[src/rtl/kw_arb_wrr_if.sv]
// Arbiter request/grant bundle: clients drive request/mask/lock/weight,
// the arbiter returns the registered grant and its status flags.
interface kw_arb_wrr_if #(
  parameter int N  = 16,
  parameter int WW = 4
);
  localparam int IW = (N > 1) ? $clog2(N) : 1;

  logic [N-1:0]    request;
  logic [N-1:0]    mask;
  logic [N-1:0]    lock;
  logic [N*WW-1:0] weight;
  logic [N-1:0]    grant;
  logic [IW-1:0]   grant_index;
  logic            parked;
  logic            granted;
  logic            locked;

  modport master (
    output request, mask, lock, weight,
    input  grant, grant_index, parked, granted, locked
  );

  modport slave (
    input  request, mask, lock, weight,
    output grant, grant_index, parked, granted, locked
  );
endinterface

[src/rtl/kw_arb_wrr.sv]
// N-way weighted round-robin arbiter with burst credit, lock hold,
// request masking and optional parking of the idle grant.
module kw_arb_wrr #(
  parameter int N          = 16,
  parameter int WW         = 4,
  parameter int PARK_MODE  = 1,
  parameter int PARK_INDEX = 0
) (
  input  logic          clock,
  input  logic          reset_n,
  kw_arb_wrr_if.slave   bus
);
  localparam int IW = (N > 1) ? $clog2(N) : 1;
  localparam logic [N-1:0]  PARK_GRANT = (PARK_MODE != 0) ? (N'(1) << PARK_INDEX) : '0;
  localparam logic [IW-1:0] PARK_IDX   = (PARK_MODE != 0) ? IW'(PARK_INDEX) : '0;
  localparam logic          PARK_FLAG  = (PARK_MODE != 0);

  logic [N-1:0]  grant_q, grant_d;
  logic [IW-1:0] owner_q, owner_d;
  logic [IW-1:0] ptr_q, ptr_d;
  logic [WW-1:0] cnt_q, cnt_d;
  logic          parked_q, parked_d;
  logic          granted_q, granted_d;
  logic          locked_q, locked_d;

  logic [N-1:0]  req_eff;
  logic [IW-1:0] cand;
  logic [IW-1:0] hit_idx;
  logic          hit_found;
  logic [WW-1:0] hit_weight;

  assign req_eff = bus.request & ~bus.mask;

  // Rotating search starts just past the last winner, so the previous owner comes last.
  always_comb begin
    hit_found = 1'b0;
    hit_idx   = '0;
    cand      = '0;
    for (int k = 1; k <= N; k++) begin
      cand = IW'((int'(ptr_q) + k) % N);
      if (!hit_found && req_eff[cand]) begin
        hit_found = 1'b1;
        hit_idx   = cand;
      end
    end
    hit_weight = bus.weight[int'(hit_idx)*WW +: WW];
  end

  always_comb begin
    grant_d   = grant_q;
    owner_d   = owner_q;
    ptr_d     = ptr_q;
    cnt_d     = cnt_q;
    parked_d  = parked_q;
    granted_d = granted_q;
    locked_d  = locked_q;
    if (granted_q && bus.request[owner_q] && bus.lock[owner_q]) begin
      locked_d = 1'b1;
    end else if (granted_q && req_eff[owner_q] && cnt_q != '0) begin
      cnt_d    = cnt_q - 1'b1;
      locked_d = 1'b0;
    end else if (hit_found) begin
      grant_d          = '0;
      grant_d[hit_idx] = 1'b1;
      owner_d          = hit_idx;
      ptr_d            = hit_idx;
      cnt_d            = (hit_weight == '0) ? '0 : hit_weight - 1'b1;
      granted_d        = 1'b1;
      parked_d         = 1'b0;
      locked_d         = 1'b0;
    end else begin
      grant_d   = PARK_GRANT;
      owner_d   = PARK_IDX;
      parked_d  = PARK_FLAG;
      granted_d = 1'b0;
      locked_d  = 1'b0;
    end
  end

  always_ff @(posedge clock or negedge reset_n) begin
    if (!reset_n) begin
      grant_q   <= PARK_GRANT;
      owner_q   <= PARK_IDX;
      ptr_q     <= IW'(N - 1);
      cnt_q     <= '0;
      parked_q  <= PARK_FLAG;
      granted_q <= 1'b0;
      locked_q  <= 1'b0;
    end else begin
      grant_q   <= grant_d;
      owner_q   <= owner_d;
      ptr_q     <= ptr_d;
      cnt_q     <= cnt_d;
      parked_q  <= parked_d;
      granted_q <= granted_d;
      locked_q  <= locked_d;
    end
  end

  assign bus.grant       = grant_q;
  assign bus.grant_index = owner_q;
  assign bus.parked      = parked_q;
  assign bus.granted     = granted_q;
  assign bus.locked      = locked_q;
endmodule
[src/flat_wrapper.sv]
// flat-port wrapper written by rule: the top's interface ports become plain ports
module kw_arb_wrr_flat 
#(
  parameter int N          = 16,
  parameter int WW         = 4,
  parameter int PARK_MODE  = 1,
  parameter int PARK_INDEX = 0
)
  (clock, reset_n, bus_request, bus_mask, bus_lock, bus_weight, bus_grant, bus_grant_index, bus_parked, bus_granted, bus_locked);
  kw_arb_wrr_if #(.N(N), .WW(WW)) bus_i ();
  input  logic clock;
  input  logic reset_n;
  input wire logic [$bits(bus_i.request)-1:0] bus_request;
  input wire logic [$bits(bus_i.mask)-1:0] bus_mask;
  input wire logic [$bits(bus_i.lock)-1:0] bus_lock;
  input wire logic [$bits(bus_i.weight)-1:0] bus_weight;
  output wire logic [$bits(bus_i.grant)-1:0] bus_grant;
  output wire logic [$bits(bus_i.grant_index)-1:0] bus_grant_index;
  output wire logic [$bits(bus_i.parked)-1:0] bus_parked;
  output wire logic [$bits(bus_i.granted)-1:0] bus_granted;
  output wire logic [$bits(bus_i.locked)-1:0] bus_locked;
  assign bus_i.request = bus_request;
  assign bus_i.mask = bus_mask;
  assign bus_i.lock = bus_lock;
  assign bus_i.weight = bus_weight;
  assign bus_grant = bus_i.grant;
  assign bus_grant_index = bus_i.grant_index;
  assign bus_parked = bus_i.parked;
  assign bus_granted = bus_i.granted;
  assign bus_locked = bus_i.locked;
  kw_arb_wrr #(.N(N), .WW(WW), .PARK_MODE(PARK_MODE), .PARK_INDEX(PARK_INDEX)) u_core (.clock(clock), .reset_n(reset_n), .bus(bus_i));
endmodule
[config.mk]
export PLATFORM = sky130hd
export DESIGN_NAME = kw_arb_wrr_flat
export DESIGN_NICKNAME = d
export VERILOG_FILES = /design/src/rtl/kw_arb_wrr_if.sv /design/src/rtl/kw_arb_wrr.sv /design/src/flat_wrapper.sv
export SDC_FILE = /design/constraint.sdc
export NUM_CORES = 1
export LEC_CHECK = 0
export CORE_MARGIN = 2
export CORE_UTILIZATION = 28
export DETAILED_ROUTE_END_ITERATION = 10
export GPL_TIMING_DRIVEN = 0
export PLACE_DENSITY_LB_ADDON = 0.15
export SYNTH_ARGS = -nofsm -noshare
export SYNTH_HDL_FRONTEND = slang
export SYNTH_SLANG_ARGS = --single-unit
[constraint.sdc]
create_clock -name clock -period 5.03 [get_ports clock]
set_input_delay 1.006 -clock clock [delete_from_list [all_inputs] [get_ports clock]]
set_output_delay 1.006 -clock clock [all_outputs]
set_load 0.005 [all_outputs]
=== Word-level counts from Yosys, hierarchy flattened ===
Index checks and enable logic that the tools add are counted.

* Add/subtract/negate cells: 18
* $lt $le $gt $ge: 19
* Shift-type cells: 1
* Mux-type cells: 80
* Bitwise operators: 4
* Reduce and logical (&&, ||, !) cells: 41

{| class="wikitable"
|+ Operators with widths
! cell !! count
|-
| < comparator 4 x 5 -> 1 bit, second input constant || 18
|-
| 2-to-1 mux 4 bit || 20
|-
| binary-select mux 1 bit (select 4 bit) || 19
|-
| indexed part select 64 x 7 -> 4 bit || 1
|-
| 2-to-1 mux 1 bit || 39
|-
| adder 4 bit, second input constant || 8
|-
| logical AND 1 bit || 20
|-
| adder 4 x 3 -> 4 bit, second input constant || 4
|-
| bitwise AND 16 bit || 1
|-
| 2-to-1 mux 16 bit || 1
|-
| inverter 16 bit || 1
|-
| zero test 1 bit || 15
|-
| adder 4 x 1 -> 4 bit, second input constant || 2
|-
| adder 4 x 2 -> 4 bit, second input constant || 2
|-
| subtractor 4 x 1 -> 4 bit, second input constant || 2
|-
| demux 1 bit (select 4 bit) || 1
|-
| greater-or-equal comparator 4 x 1 -> 1 bit, second input constant || 1
|-
| zero test 4 bit || 1
|-
| AND reduction 2 bit || 2
|-
| nonzero test 4 bit || 1
|-
| AND reduction 3 bit || 1
|-
| inverter 1 bit || 2
|-
| nonzero test 2 bit || 1
|}

* Register bits after elaboration: 31
* Input port bits: 114
* Word-level logic and storage cells: 170

=== Depth between registers and ports, before layout ===
Gate-level depths: netlist of the first run.

* Word-level depth: 55
* Mapped depth: 21
* Depth with buffers taken out: 15

=== Worst setup path before layout of the first run ===
OpenSTA, ideal clock, no wires.

* Kind: register -> register
* From: register u_core.ptr_q[1]
* To: register u_core.cnt_q[2]
* Library setup time: 0.124 ns
* Arrival: 5.253 ns
* Required time: 4.906 ns
* Path slack: -0.347 ns
* Cell stages (with the launch flop): 19
* Buffers on the path: 4
* Cell sequence: dfstp_2 buf_2 inv_2 clkbuf_1 ha_1 clkbuf_1 mux4_2 mux4_2 nor2_2 and4_4 nand4_4 or4_1 a2bb2oi_2 o31a_2 buf_6 a2111oi_1 or4_4 o211a_1 a211o_1

* Word-level cells in the longest chain between the ends: 54
* Elaborated cells between the ends (all ways): 118
* Those cells by class: add/sub (17); shift (1); mux (67); reduce/logical (33)

{| class="wikitable"
|+ Ends and longest elaborated chain
! what !! RTL line !! source
|-
| from (decl) || kw_arb_wrr.sv:20 || <nowiki>logic [IW-1:0] ptr_q, ptr_d;</nowiki>
|-
| from (signal assigned) || kw_arb_wrr.sv:84 || <nowiki>ptr_q <= IW'(N - 1);</nowiki>
|-
| from (signal assigned) || kw_arb_wrr.sv:92 || <nowiki>ptr_q <= ptr_d;</nowiki>
|-
| adder 4 x 1 -> 4 bit || kw_arb_wrr.sv:40 || <nowiki>cand = IW'((int'(ptr_q) + k) % N);</nowiki>
|-
| binary-select mux 1 bit (select 4 bit) || kw_arb_wrr.sv:41 || <nowiki>if (!hit_found && req_eff[cand]) begin</nowiki>
|-
| 2-to-1 mux 1 bit (not written as such) || kw_arb_wrr.sv:41 ||
|-
| 2-to-1 mux 1 bit || kw_arb_wrr.sv:41 ||
|-
| zero test 1 bit || kw_arb_wrr.sv:41 ||
|-
| logical AND 1 bit || kw_arb_wrr.sv:41 ||
|-
| 2-to-1 mux 1 bit || kw_arb_wrr.sv:41 ||
|-
| zero test 1 bit || kw_arb_wrr.sv:41 ||
|-
| [38 not listed] || n/a ||
|-
| zero test 1 bit || kw_arb_wrr.sv:41 ||
|-
| logical AND 1 bit || kw_arb_wrr.sv:41 ||
|-
| 2-to-1 mux 4 bit || kw_arb_wrr.sv:41 ||
|-
| indexed part select 64 x 7 -> 4 bit || kw_arb_wrr.sv:46 || <nowiki>hit_weight = bus.weight[int'(hit_idx)*WW +: WW];</nowiki>
|-
| subtractor 4 x 1 -> 4 bit or zero test 4 bit (tied branches) || kw_arb_wrr.sv:67 || <nowiki>cnt_d = (hit_weight == '0) ? '0 : hit_weight - 1'b1;</nowiki>
|-
| 2-to-1 mux 4 bit || kw_arb_wrr.sv:67 ||
|-
| 2-to-1 mux 4 bit || kw_arb_wrr.sv:62 || <nowiki>end else if (hit_found) begin</nowiki>
|-
| 2-to-1 mux 4 bit || kw_arb_wrr.sv:59 || <nowiki>end else if (granted_q && req_eff[owner_q] && cnt_q != '0) begin</nowiki>
|-
| to (signal assigned) || kw_arb_wrr.sv:93 || <nowiki>cnt_q <= cnt_d;</nowiki>
|-
| to (decl) || kw_arb_wrr.sv:21 || <nowiki>logic [WW-1:0] cnt_q, cnt_d;</nowiki>
|}

Several ways; a longest one is shown, not always the timed one. The select of a mux whose other input is x is not followed.
A chain may end at the register's enable or synchronous reset.

=== Final worst setup path of the first run ===
* From: input port bus_request[9]
* To: register u_core.cnt_q[2]

* Word-level cells in the longest chain between the ends: 54
* Elaborated cells between the ends (all ways): 112
* Those cells by class: add/sub (1); shift (1); mux (71); bitwise (2); reduce/logical (37)

{| class="wikitable"
|+ Ends and longest elaborated chain
! what !! RTL line !! source
|-
| from (decl) || flat_wrapper.sv:13 || <nowiki>input wire logic [$bits(bus_i.request)-1:0] bus_request;</nowiki>
|-
| bitwise AND 16 bit || kw_arb_wrr.sv:32 || <nowiki>assign req_eff = bus.request & ~bus.mask;</nowiki>
|-
| binary-select mux 1 bit (select 4 bit) || kw_arb_wrr.sv:41 ||
|-
| 2-to-1 mux 1 bit (not written as such) || kw_arb_wrr.sv:41 ||
|-
| 2-to-1 mux 1 bit || kw_arb_wrr.sv:41 ||
|-
| zero test 1 bit || kw_arb_wrr.sv:41 ||
|-
| logical AND 1 bit || kw_arb_wrr.sv:41 ||
|-
| 2-to-1 mux 1 bit || kw_arb_wrr.sv:41 ||
|-
| zero test 1 bit || kw_arb_wrr.sv:41 ||
|-
| [38 not listed] || n/a ||
|-
| zero test 1 bit || kw_arb_wrr.sv:41 ||
|-
| logical AND 1 bit || kw_arb_wrr.sv:41 ||
|-
| 2-to-1 mux 4 bit || kw_arb_wrr.sv:41 ||
|-
| indexed part select 64 x 7 -> 4 bit || kw_arb_wrr.sv:46 ||
|-
| subtractor 4 x 1 -> 4 bit or zero test 4 bit (tied branches) || kw_arb_wrr.sv:67 ||
|-
| 2-to-1 mux 4 bit || kw_arb_wrr.sv:67 ||
|-
| 2-to-1 mux 4 bit || kw_arb_wrr.sv:62 ||
|-
| 2-to-1 mux 4 bit || kw_arb_wrr.sv:59 ||
|}

Several ways; a longest one is shown, not always the timed one. The select of a mux whose other input is x is not followed.

==> results of run 1 <==
==> worst max-delay path by stage <==
stage | from | slack (ns) | cells after the start | end
CTS | bus_request[9] | 0.007 | 16 | u_core.cnt_q[0]
global placement | bus_mask[13] | -1.16 | 16 | u_core.cnt_q[2]
finish | bus_request[9] | -0.12 | 16 | u_core.cnt_q[2]
floorplan | bus_request[5] | 0.04 | 14 | u_core.cnt_q[2]
global route | u_core.ptr_q[2] | -0.23 | 18 | u_core.cnt_q[2]
detailed placement | bus_request[12] | -1.25 | 16 | u_core.cnt_q[3]
==> state kept, by name (all words and copies together), names as in the netlist <==
| signal | cells |
|---|---|
| u_core.bus.parked | 1 |
| u_core.bus.granted | 1 |
| u_core.bus.locked | 1 |
| u_core.cnt_q | 4 |
| u_core.ptr_q | 4 |
| u_core.bus.grant_index | 4 |
| u_core.bus.grant | 16 |
==> layer usage <==
layer / part of all wire [%] / up-vias
met3: 5.6 / 40
li1: - / 2710
met1: 43 / 2875
met2: 49 / 230
met4: 2.3 / 0
met5: 0 / -
==> critical path, stage by stage <==
cell and delay (ns):
dlygate4sd2_1 0.28, nor2b_4 0.15, mux4_2 0.47, mux4_2 0.57, nor2_4 0.15, and4_4 0.26, nand4_4 0.13, buf_4 0.17
clkbuf_2 0.20, o21ai_0 0.30, o2bb2ai_1 0.14, a2111oi_4 0.26, a2111oi_4 0.11, or4_4 0.59, nor4b_1 0.37, a211o_1 0.17
==> cells in the final DEF, fill, tap and decap left out, types with 5 or more instances in the layout <==
| cell type | count |
|---|---|
| inv_1 | 5 |
| a21oi_1 | 18 |
| dfrtp_1 | 25 |
| mux4_2 | 35 |
| nor2_1 | 25 |
| dfstp_2 | 6 |
| buf_6 | 21 |
| nor2b_4 | 8 |
| clkbuf_16 | 7 |
| mux2i_4 | 18 |
| nand2b_1 | 12 |
| nand3_1 | 15 |
| o21ai_1 | 6 |
| clkbuf_1 | 13 |
| a2111oi_4 | 19 |
| o2bb2ai_1 | 14 |
| mux2i_1 | 16 |
| o211ai_1 | 10 |
| or4_4 | 5 |
| nand2b_4 | 8 |
| clkdlybuf4s50_1 | 103 |
| mux2_2 | 5 |
| mux2i_2 | 10 |
| buf_12 | 7 |
| ha_1 | 6 |
| dlygate4sd2_1 | 24 |
| nor2b_2 | 8 |
| and2_1 | 6 |
| a2111oi_2 | 12 |
| nand2_1 | 61 |
| clkbuf_2 | 5 |
| o21ai_0 | 45 |
| buf_4 | 69 |
==> per-stage QoR <==
step	worst slack (ns)	util [%]	hold WS, ns	setup TNS, ns
after floorplan	0.0384	-	0.448	0
after detailed placement	-1.25	38.4	0.453	-8.56
after global placement	-1.16	38.4	0.455	-6.45
after CTS	0.00704	47.6	0.471	0
final	-0.119	51.5	0.469	-0.269
after global routing	-0.232	51.5	0.500	-0.670
==> cell type report <==
| class | instances | area share [%] |
|---|---|---|
| Inverter | 10 | 0.578 |
| Tap cell | 225 | 3.17 |
| Multi-Input combinational cell | 482 | 58.3 |
| Sequential cell | 31 | 8.83 |
| Timing Repair Buffer | 222 | 23.7 |
| Clock buffer | 8 | 1.54 |
| Buffer | 37 | 3.92 |
==> cell families after synthesis <==
| family | Yosys count |
|---|---|
| adder cells (fa/ha/maj) | 8 |
| AND/OR/NAND/NOR | 177 |
| multiplexers | 88 |
| flip-flops | 31 |
| XOR/XNOR | 12 |
| buffers and inverters | 51 |
| AO/OA/AOI/OAI | 196 |
==> what timing repair did <==
item	CTS	global route
gates cloned	3	1
setup endpoints to repair	18	4
gates resized for setup	244	96
hold buffers	0	0
setup buffers	61	23
pin swaps	34	28
==> flow_summary.json, run 1 <==
{
  "drtIter0Drc": 384,
  "worstMarginPinSlew_ns": 0.779,
  "synth-xor-area-share_pct": 2.44,
  "critPathRequiredTime_ns": 5.24,
  "synth_area_um2": 4920,
  "setup_viol_count_final": 3,
  "design_area_um2": 8870,
  "drc": 0,
  "rrSetupSlack_ns": -0.11,
  "die_w_um": 137,
  "grt_use_total_pct": 21.4,
  "busiest_layer": "met2",
  "via_per_inst": 5.77,
  "dr.pass1.iters": 5,
  "final_cells": 1015,
  "arrival_ns": 5.36,
  "yosys-top-cells-count": "nand2_1 (62), o21ai_0 (50), mux2i_1 (44)",
  "fp-row-count": 48,
  "fmax_mhz": 194,
  "nNetsFinal": 911,
  "endpoint_kind": "register",
  "critPathLaunchType": "input pin",
  "worst_slack_ns": -0.119,
  "critical_path_class": "input pin to register",
  "gp_congestion": 0.921,
  "drtAntennaViolNets": 0,
  "io_pins": 137,
  "avgSynthCellArea_um2": 8.74,
  "yosysWarnings": 0,
  "ys_seq_elements": 31,
  "r2r-end": "u_core.cnt_q[2]",
  "drv_slew": 0,
  "finalHoldViolCount": 0,
  "netlist.area_leader.share_pct": 15.1,
  "die_height_um": 137,
  "rr_startpoint": "u_core.ptr_q[1]",
  "fillers": 1546,
  "synth_mux_area_share_pct": 27.2,
  "synthArstFlopShare_pct": 100,
  "dp_hpwl_um": 14800,
  "min_period_ns": 5.15,
  "n_antenna_cell": 0,
  "synth_top_family_by_area": "compound AO/OA/AOI/OAI gates",
  "synthAdderAreaFrac_pct": 2.03,
  "grt.overflow.total": 0,
  "grt_max_degree": 32,
  "skew_ns": 0.00485,
  "violations": "negative setup slack",
  "use_met2_pct": 35.8,
  "netlist_top_cells_area": "mux4_2 (15%), dfrtp_1 (13%), mux2i_1 (8.9%), a2111oi_0 (5.7%), o21ai_0 (5.1%)",
  "die_area_um2": 18700,
  "ctsRootBufferMaster": "clkbuf_16",
  "clk-insertion-delay-late_ns": 0.27,
  "rsz0062_at_grt": "true",
  "status": "finished, violations left",
  "netlist_instances": 563,
  "coreArea_um2": 17200,
  "cts.sinks": 31,
  "synth.most_common_cell": "nand2_1",
  "tritoncts": "yes",
  "ys_seq_area_share_pct": 15.9,
  "start_util_pct": 28.6,
  "first_global_vias": 5734,
  "numCtsBuffers": 5,
  "worstHoldEndpoint": "u_core.bus.parked",
  "grtUsageMet1_pct": 29.2,
  "postRouteWirelength_um": 21000,
  "cp_max_fo": 10,
  "met3_usage_pct": 2.44,
  "wl_per_cell_um": 20.6,
  "cap_viol_max_count": 0,
  "placedCellCount": 924,
  "antenna_found_initial": 0,
  "synth.largest_area_cell": "mux4_2",
  "grt_pass1_wl_um": 31200,
  "regArea_um2": 783,
  "syn2layout_area_growth_pct": 80.2,
  "portBuffers": 136,
  "layout-drive-gt1-share_pct": 40.3,
  "multi_input_area_um2": 5170,
  "synth_cell_type_count": 78,
  "worstHoldPathCells": 2,
  "synth_fp_nets": 685,
  "hp-start": "u_core.bus.parked",
  "slew-limit-headroom_pct": 48.1,
  "postPlaceCellArea_um2": 6630,
  "cts_htree_levels": 2,
  "synth_edf_count": 0,
  "vias": 5855,
  "synth-compound-area-share_pct": 29.1,
  "fin_crit_sh_pct": 102,
  "synthSimpleGateAreaFrac_pct": 18.3,
  "synth_flop_cell": "dfrtp_1",
  "hold_class": "register to register",
  "r2r_cells": 19,
  "clk_pin_slew_ns": 0.05,
  "cts_buffer_depth": 2
}
Power of run 1 is left out: the tool's default activity adds up to more than one toggle a clock period on the data nets, which glitch-free logic cannot reach.
==> inputs of run 2 (changes only) <==
--- a/config.mk
+++ b/config.mk
@@ -5,11 +5,13 @@
 export SDC_FILE = /design/constraint.sdc
 export NUM_CORES = 1
 export LEC_CHECK = 0
+export ABC_AREA = 1
 export CORE_MARGIN = 2
 export CORE_UTILIZATION = 28
 export DETAILED_ROUTE_END_ITERATION = 10
 export GPL_TIMING_DRIVEN = 0
 export PLACE_DENSITY_LB_ADDON = 0.15
+export REMOVE_ABC_BUFFERS = 1
 export SYNTH_ARGS = -nofsm -noshare
 export SYNTH_HDL_FRONTEND = slang
 export SYNTH_SLANG_ARGS = --single-unit
==> constraint.sdc (replaced) <==
create_clock -name clock -period 4.55 [get_ports clock]
set_input_delay 0.91 -clock clock [delete_from_list [all_inputs] [get_ports clock]]
set_output_delay 0.91 -clock clock [all_outputs]
set_load 0.005 [all_outputs]
==> run 2 against run 1 <==
The run now ends clean. Worst setup slack better by 0.26 ns. Via count is 1.5% lower. Cell area is 21% lower. First-iteration DRC count is 13% lower. Clock skew hardly changed. Critical path depth is 14 higher. Count of clock-buffer cells in the layout is 2 lower. Synthesized area is 9.7% lower. Routed wire length is 12% lower. Worst hold slack better by 0.0067 ns. Core utilization is 6.7 points lower. Critical path type is now register to register.
==> flow_summary.json, run 2 <==
{
  "clk_pin_slew_ns": 0.05,
  "die_height_um": 130,
  "finalHoldViolCount": 0,
  "worst_slack_ns": 0.140,
  "layout_common_cells": "nand2_1 (263), nand3_1 (168), clkdlybuf4s50_1 (135)",
  "synth_flop_cell": "dfrtp_1",
  "post-place-ws_ns": -2.10,
  "netlist_top_cells_area": "nand2_1 (23%), nand3_1 (21%), dfrtp_1 (14%), inv_1 (5.7%), o21ai_0 (4.6%)",
  "fmax_mhz": 227,
  "fin_crit_sh_pct": 96.9,
  "clk-insertion-delay-late_ns": 0.28,
  "postLayoutCoreUtil_pct": 44.8,
  "synth-compound-area-share_pct": 10.2,
  "synth_area_um2": 4440,
  "drtAntennaViolNets": 0,
  "drtIter0Drc": 334,
  "avgSynthCellArea_um2": 5.66,
  "crit_top_cell": "nand2_1",
  "gp_congestion": 0.912,
  "vias": 5767,
  "synth_top_family_by_area": "simple AND/OR/NAND/NOR gates",
  "skew_ns": 0.00501,
  "critPathLaunchType": "register",
  "status": "completed",
  "antenna_found_initial": 0,
  "cap_viol_max_count": 0,
  "postRouteWirelength_um": 18400,
  "n_antenna_cell": 0,
  "critPathRequiredTime_ns": 4.75,
  "syn2layout_area_growth_pct": 58.4,
  "via_per_inst": 4.88,
  "numCtsBuffers": 5,
  "start_util_pct": 28.3,
  "portBuffers": 136,
  "synthSimpleGateAreaFrac_pct": 56.6,
  "rsz0062_at_grt": "true",
  "holdBufCountCts": 0,
  "synth.largest_area_cell": "nand2_1",
  "synth.most_common_cell": "nand2_1",
  "placedCellCount": 1109,
  "synthAdderAreaFrac_pct": 2.25,
  "cpPeakStageDelay_ns": 0.71,
  "layout_commonest_cell": "nand2_1",
  "final_cells": 1182,
  "fp-row-count": 46,
  "ys_seq_area_share_pct": 17.6,
  "dr.pass1.iters": 5,
  "ctsRootBufferMaster": "clkbuf_16",
  "cts.sinks": 31,
  "synth_mux_area_share_pct": 0,
  "drv_slew": 0,
  "min_period_ns": 4.41,
  "tritoncts": "yes",
  "design_area_um2": 7040,
  "drc": 0,
  "slew-limit-headroom_pct": 47.2,
  "postPlaceCellArea_um2": 5890,
  "arrival_ns": 4.61,
  "endpoint_kind": "register",
  "rrSetupSlack_ns": 0.14,
  "critical_path_class": "register to register",
  "synth_edf_count": 0,
  "largest_register_ffs": 16,
  "first_global_vias": 5475,
  "coreArea_um2": 15700,
  "synth_cell_type_count": 42,
  "critical-path-slowest-cell": "dfstp_4",
  "setup_viol_count_final": 0,
  "grt_max_degree": 32,
  "nNetsFinal": 1087,
  "layout-drive-gt1-share_pct": 17.8,
  "netlist.area_leader.share_pct": 22.9,
  "netlist_instances": 785,
  "io_pins": 137,
  "worstMarginPinSlew_ns": 0.785,
  "wl_per_cell_um": 15.6,
  "die_w_um": 130,
  "hold_class": "register to register",
  "grt_pass1_wl_um": 28100,
  "synth-xor-area-share_pct": 2.53,
  "ys_seq_elements": 31,
  "yosys-top-cells-count": "nand2_1 (271), nand3_1 (187), inv_1 (68)",
  "grt.overflow.total": 0,
  "cp_max_fo": 22,
  "dp_hpwl_um": 12700,
  "yosysWarnings": 0,
  "grt_use_total_pct": 21.0,
  "synthArstFlopShare_pct": 100,
  "cts_buffer_depth": 2,
  "cts_htree_levels": 2,
  "die_area_um2": 16900
}
run 2: cell types whose count changed in the layout (fill, tap and decap cells not counted), sizes merged, moves of 17 or more:
| cell | delta |
|---|---|
| nand3 | +181 |
| mux4 | -35 |
| clkdlybuf4s50 | +32 |
| dlygate4sd2 | -24 |
| buf | -49 |
| inv | +68 |
| nor2 | +30 |
| o2bb2ai | -17 |
| nand2b | -22 |
| clkbuf | -21 |
| nor2b | -17 |
| a2111oi | -34 |
| mux2i | -44 |
| nand2 | +217 |
run 2: worst max-delay path: cells and delay by family, from the launching register on:
kind / cells / cell delay, ns
flops: 1 / 0.71
buf+inv: 4 / 0.54
simple gates: 24 / 2.55
fa+ha+maj: 1 / 0.35
compound gates: 1 / 0.15
run 2: metrics by stage:
step	hold WS [ns]	setup TNS, ns
6_report	0.476	0
5_1_grt	0.483	-0.295
4_1_cts	0.473	0
3_5_place_dp	0.457	-39.21
3_3_place_gp	0.457	-39.71
2_1_floorplan	0.457	-0.571
run 2: worst paths after layout:
| check | start | end | cells after the start |
|---|---|---|---|
| max | u_core.ptr_q[0] | u_core.cnt_q[0] | 30 |
| min | u_core.bus.parked | u_core.bus.parked | 2 |
| max reg2reg | u_core.ptr_q[0] | u_core.cnt_q[0] | 30 |
| min reg2reg | u_core.bus.parked | u_core.bus.parked | 2 |
| max in group asynchronous | reset_n | u_core.bus.grant_index[3] | 1 |
| min in group asynchronous | reset_n | u_core.bus.grant[10] | 1 |
run 2: kinds of logic after synthesis:
| kind of cell | count (synthesis) |
|---|---|
| XOR/XNOR | 9 |
| flip-flops | 31 |
| buffers and inverters | 109 |
| AO/OA/AOI/OAI | 82 |
| adder cells (fa/ha/maj) | 8 |
| AND/OR/NAND/NOR | 546 |
run 2: area by class of cell:
class | count | area (um^2)
Multi-Input combinational cell | 652 | 3580
Tap cell | 216 | 270
Sequential cell | 31 | 795
Clock buffer | 6 | 139
Timing Repair inverter | 1 | 8.76
Fill cell | 1712 | 8680
Inverter | 81 | 332
Timing Repair Buffer | 193 | 1870
Clock inverter | 2 | 35.0
run 2: repair_timing:
| item | 4_1_cts | 5_1_grt |
|---|---|---|
| cloned | 5 | 4 |
| buffers inserted | 14 | 42 |
| pin swaps | 7 | 17 |
| resized for setup | 22 | 62 |
| setup endpoints to repair | 30 | 19 |
run 2: per-layer routing:
metal | GRT usage (%) | vias up | routed length [um] | share of wire, %
li1 | - | 2958 | - | -
met1 | 27.0 | 2603 | 8060 | 44
met2 | 37.6 | 191 | 9050 | 49
met3 | 2.67 | 15 | 1080 | 5.9
met4 | 4.49 | 0 | 221 | 1.2
met5 | 0 | - | 0 | 0
Power of run 2 is left out for the same reason.
==> inputs of run 3 (changes only) <==
==> constraint.sdc (replaced) <==
create_clock -name clock -period 3.58 [get_ports clock]
set_input_delay 0.716 -clock clock [delete_from_list [all_inputs] [get_ports clock]]
set_output_delay 0.716 -clock clock [all_outputs]
set_load 0.005 [all_outputs]
==> run 3 against run 2 <==
The flow now finishes with violations (negative setup slack). Routed wire length grew 12%. Sequential share of layout area decreased by 1.6 points. Die area unchanged. Maximum frequency up 4.7%. Register-to-register slack got worse by 0.77 ns. Worst hold slack worse by 0.0015 ns. Largest cell class unchanged.
==> flow_summary.json, run 3 (same netlist as run 2, synthesis figures left out) <==
{
  "status": "finished, violations left",
  "violations": "negative setup slack",
  "endpoint_kind": "register",
  "min_period_ns": 4.21,
  "cts.sinks": 31,
  "cts_htree_levels": 2,
  "critical-path-slowest-cell": "dfstp_4",
  "layout_commonest_cell": "nand2_1",
  "busiest_layer": "met2",
  "io_pins": 137,
  "clk-insertion-delay-late_ns": 0.28,
  "ctsRootBufferMaster": "clkbuf_16",
  "met3_usage_pct": 3.40,
  "clk_pin_slew_ns": 0.05,
  "drtAntennaViolNets": 0,
  "skew_ns": 0.00480,
  "hold_class": "register to register",
  "die_height_um": 130,
  "layout_common_cells": "nand2_1 (237), clkdlybuf4s50_1 (135), nand3_1 (133)",
  "grtUsageMet1_pct": 29.6,
  "grt_max_degree": 32,
  "holdBufCountCts": 0,
  "worst_slack_ns": -0.630,
  "drtIter0Drc": 378,
  "portBuffers": 136,
  "rsz0062_at_grt": "true",
  "worstMarginPinSlew_ns": 0.725,
  "grt.overflow.total": 0,
  "cp_max_fo": 13,
  "dr.pass1.iters": 5,
  "use_met2_pct": 42.7,
  "cpPeakStageDelay_ns": 0.52,
  "die_area_um2": 16900,
  "syn2layout_area_growth_pct": 84.7,
  "cap_viol_max_count": 0,
  "coreArea_um2": 15700,
  "timing.critical_path.buf_inv": 7,
  "finalHoldViolCount": 0,
  "drv_slew": 0,
  "antenna_found_initial": 0,
  "tritoncts": "yes",
  "n_antenna_cell": 0,
  "via_per_inst": 5.03,
  "wl_per_cell_um": 16.8,
  "fp-row-count": 46,
  "cts_buffer_depth": 2,
  "slew-limit-headroom_pct": 51.6,
  "grt_use_total_pct": 23.8,
  "critPathLaunchType": "register",
  "numCtsBuffers": 5,
  "fmax_mhz": 238,
  "critPathRequiredTime_ns": 3.78,
  "crit_family": "simple AND/OR/NAND/NOR gates",
  "arrival_ns": 4.41,
  "design_area_um2": 8210,
  "vias": 6186,
  "dp_hpwl_um": 12700,
  "postPlaceCellArea_um2": 5890,
  "gp_congestion": 0.912,
  "critical_path_class": "register to register",
  "postRouteWirelength_um": 20600,
  "grt_pass1_wl_um": 31400,
  "start_util_pct": 28.3,
  "drc": 0,
  "first_global_vias": 6068,
  "die_w_um": 130,
  "nNetsFinal": 1135,
  "fin_crit_sh_pct": 118,
  "layout-drive-gt1-share_pct": 30.2,
  "largest_register_ffs": 16,
  "setup_viol_count_final": 28
}
[run 3: cell types whose count changed in the layout (fill, tap and decap cells not counted), moves of 19 or more]
| cell | before | now |
|---|---|---|
| nand2_1 | 263 | 237 |
| o21ai_0 | 40 | 19 |
| buf_4 | 46 | 65 |
| nand3_4 | 4 | 24 |
| nand3_1 | 168 | 133 |
| nand2_2 | 10 | 30 |
[run 3: through the flow]
stage                     setup WS [ns]  std cells  hold slack, ns  setup TNS (ns)  util [%]
after CTS                        -0.564       1207           0.473           -6.25      48.6
after global placement            -3.10       1109           0.457          -68.81      37.5
final                            -0.630       1230           0.474           -8.15      52.2
after global routing             -0.885       1230           0.479          -13.54      52.2
after detailed placement          -3.07       1109           0.457          -68.31      37.5
after floorplan                   -1.15        757           0.420          -17.31         -
[run 3: area by class of cell]
| type | instances | area, um^2 |
|---|---|---|
| inverter | 81 | 358 |
| tap | 216 | 270 |
| timing repair inverter | 2 | 17.5 |
| clock inverter | 2 | 35.0 |
| multi-input combinational | 654 | 4190 |
| fill | 1543 | 7510 |
| sequential | 31 | 795 |
| timing repair buffer | 238 | 2410 |
| clock buffer | 6 | 139 |
[run 3: final timing paths]
| kind | cells past startpoint | startpoint | slack (ns) | endpoint |
|---|---|---|---|---|
| setup / recovery | 28 | u_core.ptr_q[0] | -0.63 | u_core.cnt_q[0] |
| hold / removal | 2 | u_core.bus.grant[0] | 0.47 | u_core.bus.grant[0] |
| setup reg to reg | 28 | u_core.ptr_q[0] | -0.63 | u_core.cnt_q[0] |
| hold reg to reg | 2 | u_core.bus.grant[0] | 0.47 | u_core.bus.grant[0] |
| max in group asynchronous | 1 | reset_n | 2.63 | u_core.bus.grant_index[3] |
| min in group asynchronous | 1 | reset_n | 0.48 | u_core.bus.grant[10] |
[run 3: timing repair]
action	4_1_cts	5_1_grt
endpoints found under the setup margin	30	30
resized for setup	183	85
gates cloned	10	3
setup buffers	80	22
pin swaps	59	45
[run 3: metal layers]
layer	wire length (um)	vias to the layer above
met5	0	-
met3	1370	35
met4	483	0
met1	8490	2855
li1	-	3060
met2	10300	236
[run 3: worst min-delay path, stage by stage, from the launching register on]
cell and delay [ns]:
dfstp_2 0.36, nand2_1 0.05, nand2_1 0.05
Power of run 3 is left out for the same reason.
